[config.mk]
export PLATFORM = sky130hd
export DESIGN_NAME = usb_uart_arbiter
export DESIGN_NICKNAME = d
export VERILOG_FILES = /design/src/rtl/usb_uart_arb_pkg.sv /design/src/rtl/usb_uart_arbiter_rr_arb3.sv /design/src/rtl/usb_uart_arbiter.sv
export SDC_FILE = /design/constraint.sdc
export NUM_CORES = 1
export LEC_CHECK = 0
export CAP_MARGIN = 20
export CELL_PAD_IN_SITES_DETAIL_PLACEMENT = 1
export CELL_PAD_IN_SITES_GLOBAL_PLACEMENT = 1
export CORE_MARGIN = 1.5
export CORE_UTILIZATION = 42
export CTS_BUF_LIST = sky130_fd_sc_hd__clkbuf_2
export DETAILED_ROUTE_END_ITERATION = 16
export PLACE_DENSITY = 0.95
export REMOVE_ABC_BUFFERS = 1
export SLEW_MARGIN = 25
export SYNTH_ARGS = -nofsm -noshare
export SYNTH_HDL_FRONTEND = slang
export SYNTH_HIERARCHICAL = 1
export SYNTH_SLANG_ARGS = --single-unit
[constraint.sdc]
create_clock -name clk_48mhz -period 4.9 [get_ports clk_48mhz]
set_input_delay 0.49 -clock clk_48mhz [delete_from_list [all_inputs] [get_ports clk_48mhz]]
set_output_delay 0.49 -clock clk_48mhz [all_outputs]
set_load 0.01 [all_outputs]
[src/rtl/usb_uart_arb_pkg.sv]
// rtl/usb_uart_arb_pkg.sv - shared types and constants for the usb_uart port arbiter
package usb_uart_arb_pkg;

    typedef enum logic [1:0] {
        IDLE = 2'd0,
        WR   = 2'd1,
        RD   = 2'd2,
        CAP  = 2'd3
    } arb_state_t;

    localparam int REQ_TX0 = 0;
    localparam int REQ_TX1 = 1;
    localparam int REQ_RX  = 2;

    localparam int TMO_W = 16;

endpackage

[src/rtl/usb_uart_arbiter_rr_arb3.sv]
// rtl/usb_uart_arbiter_rr_arb3.sv - three-way round-robin grant with registered priority pointer
module rr_arb3
    import usb_uart_arb_pkg::*;
(
    input  logic       clk_48mhz,
    input  logic       resetn,
    input  logic [2:0] req,
    input  logic       grant_take,
    output logic [2:0] grant
);

    logic [1:0] r_ptr;
    logic [1:0] w_idx;
    logic [1:0] w_win;
    logic       w_found;

    // Scan the slots starting at the pointer; the first active one wins.
    always_comb begin
        grant   = '0;
        w_idx   = '0;
        w_win   = '0;
        w_found = 1'b0;
        for (int k = 0; k < 3; k++) begin
            w_idx = 2'((3'(r_ptr) + 3'(k)) % 3'd3);
            if (!w_found && req[w_idx]) begin
                w_found = 1'b1;
                w_win   = w_idx;
            end
        end
        if (w_found) begin
            grant[w_win] = 1'b1;
        end
    end

    always_ff @(posedge clk_48mhz) begin
        if (!resetn) begin
            r_ptr <= 2'(REQ_TX0);
        end else if (grant_take && w_found) begin
            r_ptr <= (w_win == 2'(REQ_RX)) ? 2'(REQ_TX0) : w_win + 2'd1;
        end
    end

endmodule

[src/rtl/usb_uart_arbiter.sv]
// rtl/usb_uart_arbiter.sv - shares the usb_uart byte port between two tx clients and one rx consumer
module usb_uart_arbiter
    import usb_uart_arb_pkg::*;
#(
    parameter int WAIT_TIMEOUT = 48000
) (
    input  logic       clk_48mhz,
    input  logic       resetn,
    input  logic [7:0] tx0_data,
    input  logic       tx0_valid,
    output logic       tx0_ready,
    input  logic [7:0] tx1_data,
    input  logic       tx1_valid,
    output logic       tx1_ready,
    input  logic       rx_en,
    output logic [7:0] rx_data,
    output logic       rx_valid,
    input  logic       rx_ready,
    output logic       uart_we,
    output logic       uart_re,
    output logic [7:0] uart_di,
    input  logic [7:0] uart_do,
    input  logic       uart_wait,
    output logic       busy,
    output logic       stall
);

    localparam logic [TMO_W-1:0] TMO_LIM = TMO_W'(WAIT_TIMEOUT);

    arb_state_t       r_state;
    arb_state_t       w_state_nxt;
    logic             r_we;
    logic             r_re;
    logic [7:0]       r_di;
    logic             r_tx0_ready;
    logic             r_tx1_ready;
    logic [7:0]       r_rx_data;
    logic             r_rx_valid;
    logic             r_stall;
    logic [TMO_W-1:0] r_wait_cnt;

    logic             w_we_nxt;
    logic             w_re_nxt;
    logic [7:0]       w_di_nxt;
    logic             w_tx0_ready_nxt;
    logic             w_tx1_ready_nxt;
    logic [7:0]       w_rx_data_nxt;
    logic             w_rx_valid_nxt;
    logic [2:0]       w_req;
    logic [2:0]       w_grant;
    logic             w_take;
    logic             w_done;
    logic             w_counting;

    // A read is only requested while the one-byte receive buffer is empty.
    assign w_req[REQ_TX0] = tx0_valid;
    assign w_req[REQ_TX1] = tx1_valid;
    assign w_req[REQ_RX]  = rx_en && !r_rx_valid;

    assign w_take     = (r_state == IDLE) && (|w_req);
    assign w_done     = (r_we || r_re) && !uart_wait;
    assign w_counting = ((r_state == WR) || (r_state == RD)) && uart_wait;

    rr_arb3 u_rr_arb3 (
        .clk_48mhz  (clk_48mhz),
        .resetn     (resetn),
        .req        (w_req),
        .grant_take (w_take),
        .grant      (w_grant)
    );

    always_comb begin
        w_state_nxt     = r_state;
        w_we_nxt        = r_we;
        w_re_nxt        = r_re;
        w_di_nxt        = r_di;
        w_tx0_ready_nxt = 1'b0;
        w_tx1_ready_nxt = 1'b0;
        w_rx_data_nxt   = r_rx_data;
        w_rx_valid_nxt  = r_rx_valid && !rx_ready;
        case (r_state)
            IDLE: begin
                if (w_grant[REQ_TX0]) begin
                    w_di_nxt        = tx0_data;
                    w_we_nxt        = 1'b1;
                    w_tx0_ready_nxt = 1'b1;
                    w_state_nxt     = WR;
                end else if (w_grant[REQ_TX1]) begin
                    w_di_nxt        = tx1_data;
                    w_we_nxt        = 1'b1;
                    w_tx1_ready_nxt = 1'b1;
                    w_state_nxt     = WR;
                end else if (w_grant[REQ_RX]) begin
                    w_re_nxt    = 1'b1;
                    w_state_nxt = RD;
                end
            end
            WR: begin
                if (w_done) begin
                    w_we_nxt    = 1'b0;
                    w_state_nxt = IDLE;
                end
            end
            RD: begin
                if (w_done) begin
                    w_re_nxt    = 1'b0;
                    w_state_nxt = CAP;
                end
            end
            CAP: begin
                w_rx_data_nxt  = uart_do;
                w_rx_valid_nxt = 1'b1;
                w_state_nxt    = IDLE;
            end
            default: begin
                w_state_nxt = IDLE;
            end
        endcase
    end

    always_ff @(posedge clk_48mhz) begin
        if (!resetn) begin
            r_state     <= IDLE;
            r_we        <= 1'b0;
            r_re        <= 1'b0;
            r_di        <= '0;
            r_tx0_ready <= 1'b0;
            r_tx1_ready <= 1'b0;
            r_rx_data   <= '0;
            r_rx_valid  <= 1'b0;
        end else begin
            r_state     <= w_state_nxt;
            r_we        <= w_we_nxt;
            r_re        <= w_re_nxt;
            r_di        <= w_di_nxt;
            r_tx0_ready <= w_tx0_ready_nxt;
            r_tx1_ready <= w_tx1_ready_nxt;
            r_rx_data   <= w_rx_data_nxt;
            r_rx_valid  <= w_rx_valid_nxt;
        end
    end

    // Stall is raised on the edge the wait counter reaches the limit and is never cleared by traffic.
    always_ff @(posedge clk_48mhz) begin
        if (!resetn) begin
            r_wait_cnt <= '0;
            r_stall    <= 1'b0;
        end else if (w_counting) begin
            if (r_wait_cnt != TMO_LIM) begin
                r_wait_cnt <= r_wait_cnt + 1'b1;
            end
            if (r_wait_cnt == TMO_LIM - 1'b1) begin
                r_stall <= 1'b1;
            end
        end else begin
            r_wait_cnt <= '0;
        end
    end

    assign uart_we   = r_we;
    assign uart_re   = r_re;
    assign uart_di   = r_di;
    assign tx0_ready = r_tx0_ready;
    assign tx1_ready = r_tx1_ready;
    assign rx_data   = r_rx_data;
    assign rx_valid  = r_rx_valid;
    assign busy      = (r_state != IDLE);
    assign stall     = r_stall;

endmodule
==> impl_metrics.csv <==
group,metric,value,unit
status,status,"complete, no violations",
finish,stdcell_count,371,
die,core_area,5172,um^2
finish,nNetsFinal,343,
timing,hold_viol,0,
setup_path,path_max_fanout,17,
finish,fin_util,57.14,%
clock_network,cts_inserted_buffers,5,
grt,grt_pass1_vias,2101,
finish,layout-drive-gt1-share,7.973,%
timing,slew_violations,0,
setup_path,r2r_start,"u_rr_arb3/r_ptr[0]",
timing,clock_skew,0.02566,ns
timing,fin_setup_tns,0,ns
placement,portBuffers,53,
yosys,synth_flop_cell,"dfxtp_1",
timing,setup_viol,0,
die,num_rows,26,
yosys,syn_area_per_cell,9.175,um^2
yosys,ys_seq_area_share,36.80,%
clock_network,post_cts_buffers,0,
timing,fin_crit_sh,64.70,%
drt,drtAntennaViolNets,0,
yosys,synth_async_sr_flop_share,0,%
setup_path,crit_start,"u_rr_arb3/r_ptr[0]",
drt,viasPerCell,5.318,
yosys,synth_seq_cells,42,
setup_path,rr_worst_depth,12,
setup_path,endpoint_kind,"register",
drt,drt_iter0_markers,62,
yosys,synthCells,249,
pwr,p_leak,0.001103,uW
grt,antenna_found_initial,0,
finish,regArea,840.8,um^2
grt,grt_max_degree,31,
placement,place_inst,363,
finish,layout_common_cells,"clkdlybuf4s50_1, dfxtp_1, mux2i_1",
run,maxCapViolCount,0,
die,die_x,76.76,um
grt,grt_pass1_wl,9901,um
timing,slew_headroom,61.76,%
min_path,hp-class,"register to register",
timing,period_minus_slack,3.170,ns
setup_path,path_class,"register to register",
die,die_area,5891,um^2
drt,route.detailed.drc,0,
setup_path,r2r_end,"uart_we",
clock_network,root_buffer,"clkbuf_2",
placement,place.gp.congestion,0.8913,
clock_network,cts_tree,"yes",
clock_network,htreeDepth,2,
clock_network,holdBufCountCts,0,
drt,vias,1973,
die,ios,54,
setup_path,crit_arrival,3.51,ns
die,die_height,76.76,um
clock_network,clock-sinks,42,
yosys,synth_area,2285,um^2
finish,nFillCells,609,
setup_path,cp_cell_sequence,"inv_1 > ha_1 > and2b_4 > o21ai_2 > a311o_1 > a21oi_2 > nor3_2 > buf_4 > o21a_1 > nor2_1 > o22ai_1 > and2_1",
grt,grt_overflow,0,
drt,wl,5653,um
setup_path,endpoint,"uart_we",
pwr,worst_ir_drop_vdd,0.0003747,V
yosys,ys_warn_count,6,
drt,wl_per_cell,15.24,um
timing,fmax,315.5,MHz
yosys,synth.distinct_cells,49,
finish,syn_to_final_growth,29.35,%
placement,dp_hpwl,4102,um
setup_path,critPathSlowestCell,"ha_1",
yosys,synth_edf_count,0,
finish,mostFrequentLayoutCell,"clkdlybuf4s50_1",
setup_path,slowest_delay,0.46,ns
clock_network,clk_pin_slew,0.21,ns
finish,multiInputGateArea,1351,um^2
timing,grt_setup_unrepaired,"no",
clock_network,cts-resized-gates,0,
drt,drt_first_pass_iters,3,
timing,tightestPinTransition,0.5735,ns
setup_path,r2r_slack,1.73,ns
die,start_util,44.17,%
setup_path,startpoint_type,"register",
setup_path,critPathRequiredTime,5.24,ns
clock_network,clockBufferDepth,2,
clock_network,insertion_delay,0.43,ns
grt,grtUsageTotal,20.30,%
pwr,p_per_area,502.5,nW/um^2
finish,diodes,0,
[critical path, delay by kind of cell, from the launching register on]
family,cells,cell delay (ns)
flops,1,0.42
simple gates,4,0.67
fa+ha+maj,1,0.46
compound gates,5,1.27
buf+inv,2,0.28
[layout make-up]
class	count	share of cell area [%]
inverters	13	1.651
clock buffers	5	0.8467
clock inverters	3	2.329
repair buffers	54	18.04
flip-flops and latches	42	28.45
multi-input cells	184	45.72
well taps	70	2.964
[per-layer routing]
layer  global-route usage, %  part of all wire (%)  vias to the layer above
met1                   23.81                    44                      963
met3                   3.333                   2.3                        9
met2                   37.96                    53                       23
met5                       0                     0                        -
li1                        -                     -                      978
met4                   5.000                   1.2                        0
[worst min path at each step]
stage	slack, ns	start	endpoint	cells after the start
finish	0.50	stall	stall	2
global route	0.49	resetn	rx_valid	2
CTS	0.51	stall	stall	2
detailed placement	0.46	stall	stall	2
global placement	0.46	stall	stall	2
floorplan	0.47	r_state[0]	r_state[0]	2
[through the flow]
step,total power [uW],hold WS [ns],setup WS [ns],area [um^2]
final,1485,0.5038,1.730,2955
after global routing,1593,0.4932,1.439,2955
after CTS,1497,0.5097,1.699,2960
after detailed placement,1233,0.4644,1.461,2867
after global placement,1200,0.4639,1.711,2867
after floorplan,981.8,0.4701,1.490,2236
[power by group]
part / leakage, uW / switching (uW) / internal (uW)
registers: 0.000342 / 36.1 / 398
logic: 0.000708 / 411 / 379
clock network: 0.0000532 / 124 / 138
[cell families after synthesis]
group	share of synthesized area (%)
fa+ha+maj	6.572
simple gates	23.06
mux	9.200
flops	36.80
xor+xnor	4.217
compound gates	15.88
buf+inv	4.271
[synthesized netlist by cell type (2+ instances only)]
| cell type | n | area, um^2 |
|---|---|---|
| a21oi_1 | 3 | 15.01 |
| a311o_1 | 2 | 20.02 |
| and2_1 | 3 | 18.77 |
| and3_1 | 2 | 12.51 |
| buf_2 | 3 | 15.01 |
| buf_4 | 2 | 15.01 |
| clkbuf_1 | 5 | 18.77 |
| dfxtp_1 | 42 | 840.8 |
| ha_1 | 12 | 150.1 |
| inv_1 | 13 | 48.80 |
| mux2i_1 | 21 | 210.2 |
| nand2_1 | 19 | 71.32 |
| nand3_1 | 8 | 40.04 |
| nand3_2 | 2 | 20.02 |
| nand3b_1 | 4 | 30.03 |
| nand4_1 | 4 | 25.02 |
| nor2_1 | 20 | 75.07 |
| nor2b_1 | 12 | 75.07 |
| nor3_1 | 7 | 35.03 |
| nor4_1 | 4 | 25.02 |
| o211a_1 | 9 | 90.09 |
| o21a_1 | 6 | 45.04 |
| o21ai_0 | 6 | 30.03 |
| o21ai_1 | 3 | 15.01 |
| o22ai_1 | 3 | 18.77 |
| or3_1 | 2 | 12.51 |
| xnor2_1 | 10 | 87.58 |
[registers in the layout (all words and copies together), names as in the netlist]
signal and flops:
uart_re 1, stall 1, u_rr_arb3/r_ptr 2, rx_valid 1, tx0_ready 1, rx_data 8, r_wait_cnt 16, uart_we 1
tx1_ready 1, r_state 2, uart_di 8
Power figures use the tool's default switching activity.
